File: src/rtl/cmd_serializer.sv
// cmd_serializer: turns a 56-bit command word into a byte stream for a UART
// transmitter, header byte first, with an optional idle gap between bytes.
// Optional feature: define CMD_SERIALIZER_CHECKSUM_EN to append an XOR
// checksum byte to every frame (8 bytes instead of 7).
module cmd_serializer #(
  parameter int IDLE_GAP = 0
) (
  input  logic        clk,
  input  logic        rst_n,
  input  logic [55:0] cmd_in,
  input  logic        cmd_valid,
  output logic        cmd_ready,
  output logic [7:0]  tx_data,
  output logic        tx_valid,
  input  logic        tx_ready,
  output logic        busy,
  output logic        frame_done
);

  // Last value of the gap counter before returning to SEND.
  localparam logic [3:0] GAP_LAST = (IDLE_GAP > 0) ? 4'(IDLE_GAP - 1) : 4'd0;
  localparam bit         HAS_GAP  = (IDLE_GAP > 0);

  typedef enum logic [1:0] {
    IDLE = 2'd0,
    SEND = 2'd1,
`ifdef CMD_SERIALIZER_CHECKSUM_EN
    GAP  = 2'd2,
    CSUM = 2'd3
`else
    GAP  = 2'd2
`endif
  } state_t;

  state_t      state;
  state_t      state_next;
  logic [55:0] shreg;
  logic [2:0]  bytecnt;
  logic [3:0]  gapcnt;
  logic        load;
  logic        advance;
  logic        last_hs;
`ifdef CMD_SERIALIZER_CHECKSUM_EN
  logic [7:0]  csum;
`endif

  // State register; reset abandons any frame in progress.
  always_ff @(posedge clk) begin
    if (!rst_n) state <= IDLE;
    else        state <= state_next;
  end

  // Next-state decode and handshake outputs.
  always_comb begin
    state_next = state;
    cmd_ready  = 1'b0;
    tx_valid   = 1'b0;
    tx_data    = shreg[55:48];
    load       = 1'b0;
    advance    = 1'b0;
    last_hs    = 1'b0;
    busy       = (state != IDLE);
    case (state)
      IDLE: begin
        cmd_ready = 1'b1;
        if (cmd_valid) begin
          load       = 1'b1;
          state_next = SEND;
        end
      end
      SEND: begin
        tx_valid = 1'b1;
        if (tx_ready) begin
          advance = 1'b1;
          if (bytecnt == 3'd6) begin
`ifdef CMD_SERIALIZER_CHECKSUM_EN
            if (HAS_GAP) state_next = GAP;
            else         state_next = CSUM;
`else
            last_hs    = 1'b1;
            state_next = IDLE;
`endif
          end else begin
            if (HAS_GAP) state_next = GAP;
            else         state_next = SEND;
          end
        end
      end
      GAP: begin
        if (gapcnt == GAP_LAST) begin
`ifdef CMD_SERIALIZER_CHECKSUM_EN
          if (bytecnt == 3'd7) state_next = CSUM;
          else                 state_next = SEND;
`else
          state_next = SEND;
`endif
        end
      end
`ifdef CMD_SERIALIZER_CHECKSUM_EN
      CSUM: begin
        tx_valid = 1'b1;
        tx_data  = csum;
        if (tx_ready) begin
          last_hs    = 1'b1;
          state_next = IDLE;
        end
      end
`endif
      default: state_next = IDLE;
    endcase
  end

  // Shift register, byte/gap counters, checksum and the frame_done pulse.
  always_ff @(posedge clk) begin
    if (!rst_n) begin
      shreg      <= 56'd0;
      bytecnt    <= 3'd0;
      gapcnt     <= 4'd0;
      frame_done <= 1'b0;
`ifdef CMD_SERIALIZER_CHECKSUM_EN
      csum       <= 8'd0;
`endif
    end else begin
      frame_done <= last_hs;
      if (load) begin
        shreg   <= cmd_in;
        bytecnt <= 3'd0;
`ifdef CMD_SERIALIZER_CHECKSUM_EN
        csum    <= 8'd0;
`endif
      end else if (advance) begin
        shreg   <= {shreg[47:0], 8'h00};
        bytecnt <= bytecnt + 3'd1;
`ifdef CMD_SERIALIZER_CHECKSUM_EN
        csum    <= csum ^ shreg[55:48];
`endif
      end
      if (state == GAP) gapcnt <= gapcnt + 4'd1;
      else              gapcnt <= 4'd0;
    end
  end

endmodule
File: config.mk
export PLATFORM = sky130hd
export DESIGN_NAME = cmd_serializer
export DESIGN_NICKNAME = d
export VERILOG_FILES = /design/src/rtl/cmd_serializer.sv
export SDC_FILE = /design/constraint.sdc
export NUM_CORES = 1
export LEC_CHECK = 0
export BUFFER_PORTS_ARGS = -buffer_cell sky130_fd_sc_hd__buf_2
export CAP_MARGIN = 15
export CORE_ASPECT_RATIO = 0.75
export CORE_MARGIN = 3
export CORE_UTILIZATION = 40
export DETAILED_ROUTE_END_ITERATION = 8
export GPL_TIMING_DRIVEN = 0
export PLACE_DENSITY = 0.71
export REMOVE_ABC_BUFFERS = 1
export SETUP_SLACK_MARGIN = 0.4
export SKIP_CTS_REPAIR_TIMING = 1
export SLEW_MARGIN = 15
export SYNTH_ARGS = -nofsm -noshare
export SYNTH_HDL_FRONTEND = slang
export SYNTH_SLANG_ARGS = --single-unit
File: constraint.sdc
create_clock -name clk -period 1.2 [get_ports clk]
set_input_delay 0.24 -clock clk [delete_from_list [all_inputs] [get_ports clk]]
set_output_delay 0.24 -clock clk [all_outputs]
set_load 0.01 [all_outputs]
==> results.py, run 1 <==
metrics = {
    "clock_tree": {
        "cts_inserted_buffers": 9,
        "clockRootBuffer": "clkbuf_8",
        "clkTransAtPathRegs_ns": 0.07,
        "clkLatencyLatePin_ns": 0.34,
        "cts_tree": "yes",
        "cts.sinks": 61,
        "cts_buffer_depth": 2,
        "cts_max_level": 3,
    },
    "critical_path": {
        "crit_slowest_cell": "dfxtp_4",
        "path_class": "register to register",
        "r2r_end": "shreg[43]",
        "slowest_delay_ns": 0.41,
        "reg2regPathDepth": 5,
        "endpoint_kind": "register",
        "cp_cell_sequence": "mux2i_4 > buf_6 > clkbuf_16 > nand2_1 > a21boi_1",
        "timing.rr.start": "state[0]",
        "critPathMaxFanout": 6,
        "cp.arrival_ns": 1.56,
        "cp.required_ns": 1.47,
        "ff2ff_setup_slack_ns": -0.09,
        "start_kind": "register",
    },
    "sta": {
        "slew_headroom": 0.637,
        "hold_viol": 0,
        "rsz0062_at_grt": "true",
        "worst_slew_pin_slew_ns": 0.544,
        "fin_crit_ns": 1.29,
        "finalMaxSlewViolations": 0,
        "fin_ws_ns": -0.0934,
        "finalClockSkew_ns": 0.00815,
        "fin_crit_sh": 1.08,
        "clock.fmax_mhz": 773,
        "setup_violations": 39,
    },
    "yosys": {
        "ys.warnings.count": 0,
        "synth_seq_cells": 61,
        "ys_types": 23,
        "synth.mux.area_fraction": 0.00389,
        "synth_ff_type": "dfxtp_1",
        "synth_compound_area_frac": 0.297,
        "synthSimpleGateAreaFrac": 0.122,
        "synth_top_family_by_area": "compound AO/OA/AOI/OAI gates",
        "synth_edf_count": 0,
        "seq_area_frac_synth": 0.474,
        "synth_area_mm2": 0.00258,
        "synthXorXnorAreaFrac": 0.00680,
        "synth_area_per_cell_um2": 9.04,
        "yosys.area_share.adder": 0.00971,
        "synthCells": 285,
        "async_flop_share": 0,
    },
    "cells_and_area": {
        "fin_util": 0.622,
        "area_delta_synth_final_pct": 45.0,
        "num_antenna_cells": 0,
        "fillers": 511,
        "finalInstanceArea_mm2": 0.00373,
        "drive_gt1_frac": 0.439,
        "nets": 424,
        "fin_cells": 445,
    },
    "detailed_routing": {
        "dr_total_vias": 2369,
        "via_per_inst": 5.32,
        "wl_um": 7070,
        "dr.first_iter.drc_count": 127,
        "wl_per_cell_um": 15.9,
        "drc": 0,
        "drtAntennaViolNets": 0,
        "firstDrtPassIters": 4,
    },
    "placement": {
        "placed_cells": 403,
        "dp_slack_ns": -0.674,
        "port_buffers": 71,
        "place_hpwl_um": 3700,
        "place_area_mm2": 0.00292,
        "gp_congestion": 0.700,
    },
    "worst_hold_path": {
        "hp-class": "input pin to register",
        "min_to": "shreg[4]",
        "hold_depth": 3,
        "min_from": "cmd_in[4]",
    },
    "global_routing": {
        "grt_pass1_vias": 1998,
        "grt.overflow.total": 0,
        "grt_pass1_wl_um": 9200,
        "antenna_found_initial": 0,
        "track_usage": 0.159,
        "grt_max_degree": 60,
    },
    "pwr": {
        "power_uw": 5120,
        "powerDensity_mw_per_mm2": 1370,
        "ir_drop_mv": 0.726,
        "p_leak_uw": 0.00147,
    },
    "floorplan": {
        "die_x_um": 98.7,
        "ioPinCount": 72,
        "initial_core_util": 0.429,
        "fp.dieH_um": 75.5,
        "die-area_mm2": 0.00745,
        "rows": 24,
        "core_region_area_mm2": 0.00601,
    },
    "run": {
        "drv_cap": 0,
    },
    "status": {
        "outcome": "finished with violations",
        "violations": "negative setup slack",
    },
}
[registers in the layout, summed over array words and instances (netlist names)]
register / count
frame_done: 1
state: 1
shreg: 56
bytecnt: 3
[metal layers]
layer,vias up,track usage,share of wire
li1,1168,-,-
met3,8,0.0695,0.069
met5,-,0,0
met1,1116,0.186,0.45
met4,0,0.0500,0.010
met2,77,0.269,0.47
[worst max path at each step]
stage / startpoint / end / slack [ns] / depth (start not counted)
global placement: state[0] / shreg[0] / -2.67 / 3
floorplan: state[0] / shreg[0] / -1.59 / 3
CTS: state[0] / shreg[8] / -0.69 / 4
detailed placement: state[0] / shreg[8] / -0.67 / 4
global route: state[0] / shreg[43] / -0.15 / 5
finish: state[0] / shreg[43] / -0.09 / 5
[metrics by stage]
stage,hold WS (ns),TNS [ns]
2_1_floorplan,0.368,-81.81
3_3_place_gp,0.437,-137.11
3_5_place_dp,0.444,-31.52
4_1_cts,0.160,-32.72
5_1_grt,0.181,-4.25
6_report,0.169,-2.03
[final cells by class]
type | count | area [um^2] | share of cell area
repair buffers | 96 | 810 | 0.217
clock buffers | 12 | 155 | 0.0415
inverters | 2 | 7.51 | 0.00201
well taps | 78 | 97.6 | 0.0261
clock inverters | 4 | 70.1 | 0.0188
flip-flops and latches | 61 | 1240 | 0.332
multi-input cells | 192 | 1360 | 0.363
[cells in the final DEF, fill, tap and decap left out, types with 8 or more instances in the layout]
cell type  Yosys  final
buf_2         12     61
dfxtp_1       61     51
nand2_1       59     47
a22oi_1       47     39
a21boi_1      30     32
buf_6          3     13
nand2_2        0     11
clkbuf_8       0     11
a31oi_1       10      9
o21ai_0        9      9
a22oi_2        0      8
nor2b_1        9      8
dfxtp_2        0      8
buf_4         13      8
[cells by family (layout without fill, tap and decap cells)]
family	after synthesis	after routing
compound gates	107	107
xor+xnor	2	2
fa+ha+maj	2	2
buf+inv	36	114
flops	61	61
mux	1	2
simple gates	76	79
[cells in the mapped netlist, drive strengths merged, types with 4 or more instances]
cell	instances	area share
dfxtp	61	0.47
nand2	59	0.086
a22oi	47	0.14
a21boi	39	0.11
buf	28	0.074
a31oi	10	0.024
o21ai	10	0.019
nor2b	9	0.022
clkbuf	6	0.0087
nor2	4	0.0058
[worst max-delay path, delay by kind of cell (launching register included)]
kind | cells | cell delay [ns]
buffers and inverters | 2 | 0.34
multiplexers | 1 | 0.30
AND/OR/NAND/NOR | 1 | 0.05
flip-flops | 1 | 0.41
AO/OA/AOI/OAI | 1 | 0.13
[power breakdown]
group          switching, uW  internal [uW]  total (uW)  leakage [uW]
registers               80.0           2150        2230      0.000505
logic                    376            458         834      0.000850
clock network            781           1280        2060      0.000116
Power figures use the tool's default switching activity.
==> run 2, diff against run 1 <==
--- a/config.mk
+++ b/config.mk
@@ -8,7 +8,6 @@
 export BUFFER_PORTS_ARGS = -buffer_cell sky130_fd_sc_hd__buf_2
 export CAP_MARGIN = 15
 export CORE_ASPECT_RATIO = 0.75
-export CORE_MARGIN = 3
 export CORE_UTILIZATION = 40
 export DETAILED_ROUTE_END_ITERATION = 8
 export GPL_TIMING_DRIVEN = 0
==> results.py, run 2 (same netlist as run 1, synthesis figures left out) <==
metrics = {
    "pwr": {
        "power_frac_comb": 0.164,
        "sw_frac_of_total": 0.249,
        "p_leak_uw": 0.00144,
        "power.internal_uw": 3710,
        "clockPowerShare": 0.385,
        "ir_drop_mv": 0.695,
        "p_switching_uw": 1230,
        "p_seq_frac": 0.450,
        "powerDensity_mw_per_mm2": 1340,
    },
    "placement": {
        "gp_congestion": 0.766,
        "placed_cells": 403,
        "port_buffers": 71,
        "place_hpwl_um": 3590,
    },
    "clock_tree": {
        "cts_buffer_depth": 2,
        "clockRootBuffer": "clkbuf_8",
        "cts_inserted_buffers": 9,
        "cts_tree": "yes",
        "cts_max_level": 3,
        "cts.sinks": 61,
        "clkTransAtPathRegs_ns": 0.07,
        "clkLatencyLatePin_ns": 0.33,
    },
    "cells_and_area": {
        "regMostFlops": "shreg",
        "num_antenna_cells": 0,
        "fin_util": 0.615,
        "layout_commonest_cell": "buf_2",
        "drive_gt1_frac": 0.417,
        "nets": 424,
        "fin_cells": 445,
        "largest_reg_flops": 56,
        "area_delta_synth_final_pct": 43.4,
        "reg_top3": "shreg (56), bytecnt (3)",
        "mostFrequentLayoutCells": "61 x buf_2, 57 x nand2_1, 50 x dfxtp_1",
    },
    "sta": {
        "rsz0062_at_grt": "true",
        "clock.fmax_mhz": 768,
        "finalClockSkew_ns": 0.00534,
        "tns_ns": -2.57,
        "slew_headroom": 0.650,
        "finalMaxSlewViolations": 0,
        "hold_viol": 0,
        "setup_violations": 44,
        "fin_crit_sh": 1.09,
        "fin_crit_ns": 1.30,
        "fin_ws_ns": -0.103,
        "worst_slew_pin_slew_ns": 0.526,
    },
    "critical_path": {
        "timing.rr.start": "state[0]",
        "crit_start": "state[0]",
        "cp.arrival_ns": 1.57,
        "reg2regPathDepth": 6,
        "cp_cell_sequence": "buf_6 > nor2b_4 > buf_12 > clkbuf_16 > a22oi_1 > a21boi_1",
        "ff2ff_setup_slack_ns": -0.10,
        "crit_slowest_cell": "dfxtp_4",
        "start_kind": "register",
        "path_class": "register to register",
        "timing.critical_path.to": "shreg[17]",
        "critical-path-top-delay-family": "buffers and inverters",
        "r2r_end": "shreg[17]",
        "cp.required_ns": 1.47,
        "worst-path-stages": 6,
        "endpoint_kind": "register",
        "slowest_delay_ns": 0.36,
        "critPathMaxFanout": 6,
        "crit_buf_inv": 3,
    },
    "global_routing": {
        "grt_max_degree": 60,
        "track_usage": 0.180,
        "grt_pass1_vias": 2131,
        "grt_pass1_wl_um": 9450,
        "antenna_found_initial": 0,
        "grt.overflow.total": 0,
    },
    "floorplan": {
        "fp.dieH_um": 71.5,
        "rows": 24,
        "die-area_mm2": 0.00677,
        "initial_core_util": 0.429,
        "ioPinCount": 72,
        "core_region_area_mm2": 0.00601,
        "die_x_um": 94.7,
    },
    "detailed_routing": {
        "wl_per_cell_um": 15.7,
        "wl_um": 6980,
        "dr_total_vias": 2378,
        "drc": 0,
        "via_per_inst": 5.34,
        "drtAntennaViolNets": 0,
        "firstDrtPassIters": 5,
        "dr.first_iter.drc_count": 105,
    },
    "status": {
        "outcome": "finished with violations",
        "violations": "negative setup slack",
    },
    "run": {
        "drv_cap": 0,
    },
    "worst_hold_path": {
        "hp-class": "input pin to register",
    },
}
run 2: cell types whose count changed in the layout (fill, tap and decap cells not counted), moves of 3 or more:
cell | before | now
nand2_2 | 11 | 1
buf_4 | 8 | 5
a21boi_2 | 3 | 0
nand2_1 | 47 | 57
a21boi_1 | 32 | 37
a22oi_2 | 8 | 18
a22oi_1 | 39 | 29
run 2: layout make-up:
class	count	area, um^2
tap	78	97.6
clock buffer	13	169
fill	535	2310
timing repair buffer	93	764
clock inverter	3	42.5
multi-input combinational	195	1370
inverter	2	7.51
sequential	61	1240
run 2: power groups by stage:
| stage | sequential (uW) | combinational [uW] | clock (uW) |
|---|---|---|---|
| floorplan | 2260 | 278 | 0 |
| global placement | 2250 | 490 | 0 |
| detailed placement | 2260 | 547 | 0 |
| CTS | 2220 | 548 | 1950 |
| global route | 2240 | 886 | 2070 |
| finish | 2230 | 813 | 1910 |
run 2: worst reg2reg max path, stage by stage (launching register included):
cell,delay [ns]
dfxtp_4,0.36
buf_6,0.13
nor2b_4,0.25
buf_12,0.16
clkbuf_16,0.14
a22oi_1,0.08
a21boi_1,0.11
run 2: routing by layer:
metal,track usage,up-vias,part of all wire
li1,-,1167,-
met1,0.216,1133,0.45
met2,0.290,72,0.48
met3,0.0626,6,0.055
met4,0.0808,0,0.010
met5,0,-,0
run 2: through the flow:
step / hold slack, ns / power (uW) / setup slack, ns / instance area (um^2)
floorplan: 0.368 / 2530 / -1.59 / 2360
global placement: 0.437 / 2740 / -2.65 / 2820
detailed placement: 0.444 / 2810 / -0.672 / 2910
CTS: 0.159 / 4720 / -0.683 / 3120
global route: 0.170 / 5190 / -0.160 / 3690
finish: 0.178 / 4940 / -0.103 / 3690
run 2: how the worst min path moves through the flow:
stage	start	cells after the start	end	slack, ns
after floorplan	rst_n	1	shreg[0]	0.37
after global placement	shreg[51]	2	shreg[51]	0.44
after detailed placement	shreg[50]	2	shreg[50]	0.44
after CTS	cmd_in[1]	3	shreg[1]	0.16
after global routing	cmd_in[5]	3	shreg[5]	0.17
final	cmd_in[1]	3	shreg[1]	0.18
